File: src/rtl/gte_pkg.sv
// Shared constants for the race-logic greater-or-equal comparator.
// GTE_FALLING_EN selects idle-high / falling-edge event polarity.
package gte_pkg;

  localparam int GAMMA_CYCLE_WIDTH_DEF = 16;

`ifdef GTE_FALLING_EN
  localparam logic EVT_INV = 1'b1;
`else
  localparam logic EVT_INV = 1'b0;
`endif

  function automatic int time_w(input int gamma);
    return (gamma > 1) ? $clog2(gamma) : 1;
  endfunction

endpackage

File: src/rtl/race_arrival_latch.sv
// Captures the first arrival of one event wire within a gamma cycle:
// sticky seen flag, single-cycle first strobe and the arrival time stamp.
module race_arrival_latch #(
  parameter int                TIME_W  = 4,
  parameter logic [TIME_W-1:0] CNT_MAX = '1
) (
  input  logic              aclk,
  input  logic              rst,
  input  logic              grst,
  input  logic              sig,
  input  logic [TIME_W-1:0] cnt,
  output logic              seen,
  output logic              first,
  output logic [TIME_W-1:0] t_arr
);

  // arrivals in the last slot of the gamma cycle are too late to count
  assign first = sig & ~seen & (cnt != CNT_MAX);

  always_ff @(posedge aclk) begin
    if (!rst || !grst) begin
      seen  <= 1'b0;
      t_arr <= '0;
    end else if (first) begin
      seen  <= 1'b1;
      t_arr <= cnt;
    end
  end

endmodule

File: src/rtl/greater_than_eq.sv
// Race-logic comparator: q forwards a's event only when a arrives no earlier than b.
// Define GTE_FALLING_EN for idle-high inputs/output with falling-edge events.
module greater_than_eq
  import gte_pkg::*;
#(
  parameter  int GAMMA_CYCLE_WIDTH = GAMMA_CYCLE_WIDTH_DEF,
  localparam int TIME_W            = time_w(GAMMA_CYCLE_WIDTH)
) (
  input  logic              aclk,
  input  logic              rst,
  input  logic              grst,
  input  logic              a,
  input  logic              b,
  output logic              q,
  output logic [TIME_W-1:0] q_time,
  output logic              done
);

  localparam logic [TIME_W-1:0] CNT_MAX = TIME_W'(GAMMA_CYCLE_WIDTH - 1);

  logic [TIME_W-1:0] cnt;
  logic              a_evt, b_evt;
  logic              a_seen, a_first, b_seen, b_first;
  logic [TIME_W-1:0] a_t_arr, b_t_arr;
  logic              q_r, armed, fire;

  assign a_evt = a ^ EVT_INV;
  assign b_evt = b ^ EVT_INV;

  race_arrival_latch #(.TIME_W(TIME_W), .CNT_MAX(CNT_MAX)) u_lat_a (
    .aclk (aclk), .rst (rst), .grst (grst), .sig (a_evt), .cnt (cnt),
    .seen (a_seen), .first (a_first), .t_arr (a_t_arr)
  );

  race_arrival_latch #(.TIME_W(TIME_W), .CNT_MAX(CNT_MAX)) u_lat_b (
    .aclk (aclk), .rst (rst), .grst (grst), .sig (b_evt), .cnt (cnt),
    .seen (b_seen), .first (b_first), .t_arr (b_t_arr)
  );

  // a wins the race for q if b lands in the same sample or already landed earlier
  assign fire = a_first & (b_first | (b_seen & (b_t_arr <= cnt)));

  always_ff @(posedge aclk) begin
    if (!rst || !grst) begin
      cnt   <= '0;
      q_r   <= 1'b0;
      armed <= 1'b0;
    end else begin
      if (cnt != CNT_MAX) cnt <= cnt + 1'b1;
      if (fire) begin
        q_r   <= 1'b1;
        armed <= 1'b1;
      end else if (armed && !a_evt) begin
        q_r   <= 1'b0;
        armed <= 1'b0;
      end
    end
  end

  assign q      = q_r ^ EVT_INV;
  assign q_time = (armed && a_seen) ? a_t_arr : '0;
  assign done   = (cnt == CNT_MAX);

endmodule

File: config.mk
export PLATFORM = sky130hd
export DESIGN_NAME = greater_than_eq
export DESIGN_NICKNAME = d
export VERILOG_FILES = /design/src/rtl/gte_pkg.sv /design/src/rtl/race_arrival_latch.sv /design/src/rtl/greater_than_eq.sv
export SDC_FILE = /design/constraint.sdc
export NUM_CORES = 1
export LEC_CHECK = 0
export ABC_AREA = 1
export BUFFER_PORTS_ARGS = -buffer_cell sky130_fd_sc_hd__buf_2
export CAP_MARGIN = 10
export CELL_PAD_IN_SITES_DETAIL_PLACEMENT = 2
export CELL_PAD_IN_SITES_GLOBAL_PLACEMENT = 2
export CORE_MARGIN = 2
export CORE_UTILIZATION = 27
export DETAILED_ROUTE_END_ITERATION = 16
export PLACE_DENSITY_LB_ADDON = 0.1
export SYNTH_ARGS = -nofsm -noshare
export SYNTH_HDL_FRONTEND = slang
export SYNTH_SLANG_ARGS = --single-unit
File: constraint.sdc
create_clock -name aclk -period 1.4 [get_ports aclk]
set_clock_uncertainty 0.2 [all_clocks]
set_input_delay 0.21 -clock aclk [delete_from_list [all_inputs] [get_ports aclk]]
set_output_delay 0.21 -clock aclk [all_outputs]
set_load 0.05 [all_outputs]
==> summary.txt <==
Synthesis
  – Avg Cell Area, Syn: 7.64 sq um
  – Mux cell area share after synthesis: 0
  – Post-Syn Area: approximately 700 sq um
  – Synth area leader: dfxtp_1
  – Sequential share of the synthesized area: 0.423
  – Top cells by area, synth: dfxtp_1 (42%), ha_1 (8.8%), inv_1 (8.5%)
  – Top cell type's share of synthesized area: 0.423
  – Post-synthesis cell type count: 15
  – Largest family of logic cells by synthesized area: simple AND/OR/NAND/NOR gates
  – Number of register bits inferred by synthesis: 15
  – Syn nets: 103
  – Synth Instances: 93
  – Post-synthesis simple-gate area fraction: 0.215
  – Compound-gate portion of the synthesized area: 0.178
  – Synth Area in Adders: 0.0880
  – Xor/xnor cell area share of the yosys netlist: 0
  – Yosys Warn Count: 0

Setup path
  – Worst EP arrival: 1100 ps
  – Critical Path RT: just under 1000 ps
  – Critical R2R Launch: cnt[0]
  – Critical path class: reg2out
  – Worst setup EP type: output pin
  – R2R setup slack: -80 ps
  – CP Max Fanout: 3
  – CP Cell Sequence: ha_4 -> nand3_4 -> inv_4 -> buf_8
  – Slowest-stage cell, CP: dfxtp_4
  – CP delay by family, top: flip-flops
  – R2r worst-path depth: 8
  – Startpoint types: flop
  – Worst reg2reg path endpoint: armed
  – Crit path launch: cnt[1]
  – Critical path depth: 4
  – Count of buffer and inverter cells on the critical path: 2
  – Peak per-stage delay on the critical path: 380 ps

Global routing
  – Met2 Resource Use GR: 0.301
  – Largest net degree at the start of global routing: 10
  – Initial antenna violation count: 0
  – First-pass GRT wire length: 4100 microns
  – GRT Residual Overflow: 0
  – Met3 usage: 0.0515
  – M1 GR Usage: 0.207
  – Number of global-route vias before repair: between 800 and 900
  – All-Layer GR Usage: 0.171
  – Most Crowded Layer GR: met2

Floorplan
  – DIE WIDTH: roughly 55 microns
  – Die footprint: between 0.003 and 0.004 sq mm
  – Ports: 11
  – # rows: 18
  – Chip Height: about 55 microns
  – Core ar.: 0.00248 sq mm
  – Initial Utilization: 0.287

Detailed routing
  – Vias: 753
  – Routed wire length: 2570 microns
  – DR pass1 iterations: 4
  – Initial DRC Count: 14
  – Vias/cell: 4.92
  – DRC violations left: 0
  – Wire per inst: ~17 microns
  – Routed Antenna Nets: 0

Min path
  – Hold WC Path Type: in2reg
  – Hold worst-path end: armed
  – Hold path depth: 3
  – Hold Startpoint: a

Timing
  – Final hold vios: 0
  – Final Cycle Share: 1.08
  – Crit path time final: ~1500 ps
  – Final count of pins violating max slew: 0
  – Fmax: between 600 and 700 MHz
  – Final Hold Slack: 22.2 ps
  – Slew HR: 0.837
  – Setup violations, final: 7
  – Worst slew pin tran: 247 ps
  – RSZ-0062 raised after global routing: true
  – Post-route setup slack: -106 ps

Pwr
  – Pleak: around 0.5 nW
  – Pwr/cell area: 745 mW/mm^2
  – Peak supply drop: about 0.57 mV

Cells and area
  – Diodes inserted: 0
  – Layout cell share with drive strength beyond 1: 0.480
  – Final nets: between 100 and 150
  – Multi-input logic area: 477 sq um
  – Reg area: about 320 sq um
  – Area grow syn2layout: 60.6%
  – # fillers: 279

Place
  – IO buf count: 10
  – HPWL after DPL: roughly 1600 microns
  – Gpl congestion: 0.762
  – Post-place setup slack: -142 ps

CTS
  – Worst-path clk slew: around 90 ps
  – Num CTS Buffers: 3
  – Clk sinks: 15
  – CTS max path bufs: 2
  – Root cell of the clock tree: clkbuf_4
  – H-tree depth: 1
  – CTS tree: yes
  – Hold_buf cts: 0
  – Clock Latency Late Sink: about 290 ps

Run status
  – Status: complete, but fails checks
  – Failing checks: negative setup slack

Flow run
  – Max-cap violations: 0
-- tightest hold or removal path, delay by kind of cell --
kind,cells,cell delay [ps]
buffers and inverters,1,140
and+or+nand+nor,2,130
-- area by class of cell --
type                            instances  area share
Multi-Input combinational cell         61       0.418
Sequential cell                        15       0.276
Timing Repair Buffer                   26       0.190
Inverter                               17      0.0603
Tap cell                               30      0.0329
Clock buffer                            4      0.0230
-- Yosys cell counts --
cell / instances
o31a_1: 1
o21ai_1: 5
o21bai_1: 1
a21oi_1: 11
nand3_4: 2
buf_2: 1
ha_1: 5
dfxtp_1: 15
nand3_1: 2
o21ai_0: 6
nand2_1: 13
inv_2: 1
nor2_1: 13
inv_1: 16
nand3_2: 1
-- how the worst max path moves through the flow --
stage | to | slack [ps]
after floorplan | q_time[0] | -20
after global placement | u_lat_b.t_arr[1] | -80
after detailed placement | u_lat_b.t_arr[3] | -140
after CTS | done | -110
after global routing | armed | -190
final | done | -110
-- routing by layer --
| layer | routed length [microns] | share of wire |
|---|---|---|
| met1 | 1090 | 0.42 |
| met2 | 1370 | 0.53 |
| met5 | 0 | 0 |
| met3 | 81 | 0.032 |
| met4 | 28 | 0.011 |
-- what timing repair did --
action,4_1_cts,5_1_grt
cloned,1,0
endpoints found under the setup margin,17,19
buffers inserted,5,0
gates resized for setup,24,22
pin swaps,7,2
-- sequential cells by signal, summed over array words and instances, names as in the netlist --
| name | flops |
|---|---|
| u_lat_b.seen | 1 |
| armed | 1 |
| u_lat_a.t_arr | 4 |
| u_lat_b.t_arr | 4 |
| u_lat_a.seen | 1 |
| cnt | 4 |
-- power breakdown --
group          leakage (nW)  switching [mW]  total (mW)  internal [mW]
Sequential            0.126          0.0125       0.451          0.439
Clock                0.0150           0.152       0.264          0.111
Combinational         0.364          0.0833       0.135         0.0520
Total                 0.505           0.248       0.850          0.602
-- kinds of logic (layout without fill, tap and decap cells) --
| kind of cell | after synthesis | in the layout |
|---|---|---|
| buf+inv | 18 | 47 |
| fa+ha+maj | 5 | 5 |
| compound gates | 24 | 24 |
| flops | 15 | 15 |
| simple gates | 31 | 32 |
-- metrics by stage --
step                cells  instance area (sq um)  power (mW)  TNS (ps)   util
floorplan              93                    748       0.526     -20.5      -
global placement      144                    921       0.565      -356  0.372
detailed placement    144                    921       0.569      -723  0.372
CTS                   154                   1070       0.845      -560  0.434
global route          153                   1140       0.900     -1340  0.461
finish                153                   1140       0.850      -347  0.461
-- placed cells by master (no fill, tap or decap) --
cell type and count:
o21bai_1 1, nand3_4 3, inv_2 2, nand3_2 1, o21ai_2 5, clkbuf_1 1, a21oi_1 9, nand3_1 2
inv_1 13, dfxtp_4 3, clkbuf_4 3, nand2_4 1, nor2_4 4, nor2_1 9, ha_1 2, o31a_1 1
nand2_1 11, buf_6 3, dfxtp_2 3, inv_4 2, dfxtp_1 9, buf_8 3, ha_4 3, o21ai_1 5
o21ai_0 1, buf_4 15, buf_2 5, a21oi_2 2, nand2_8 1
No activity file was read; power rests on OpenSTA's default activity.
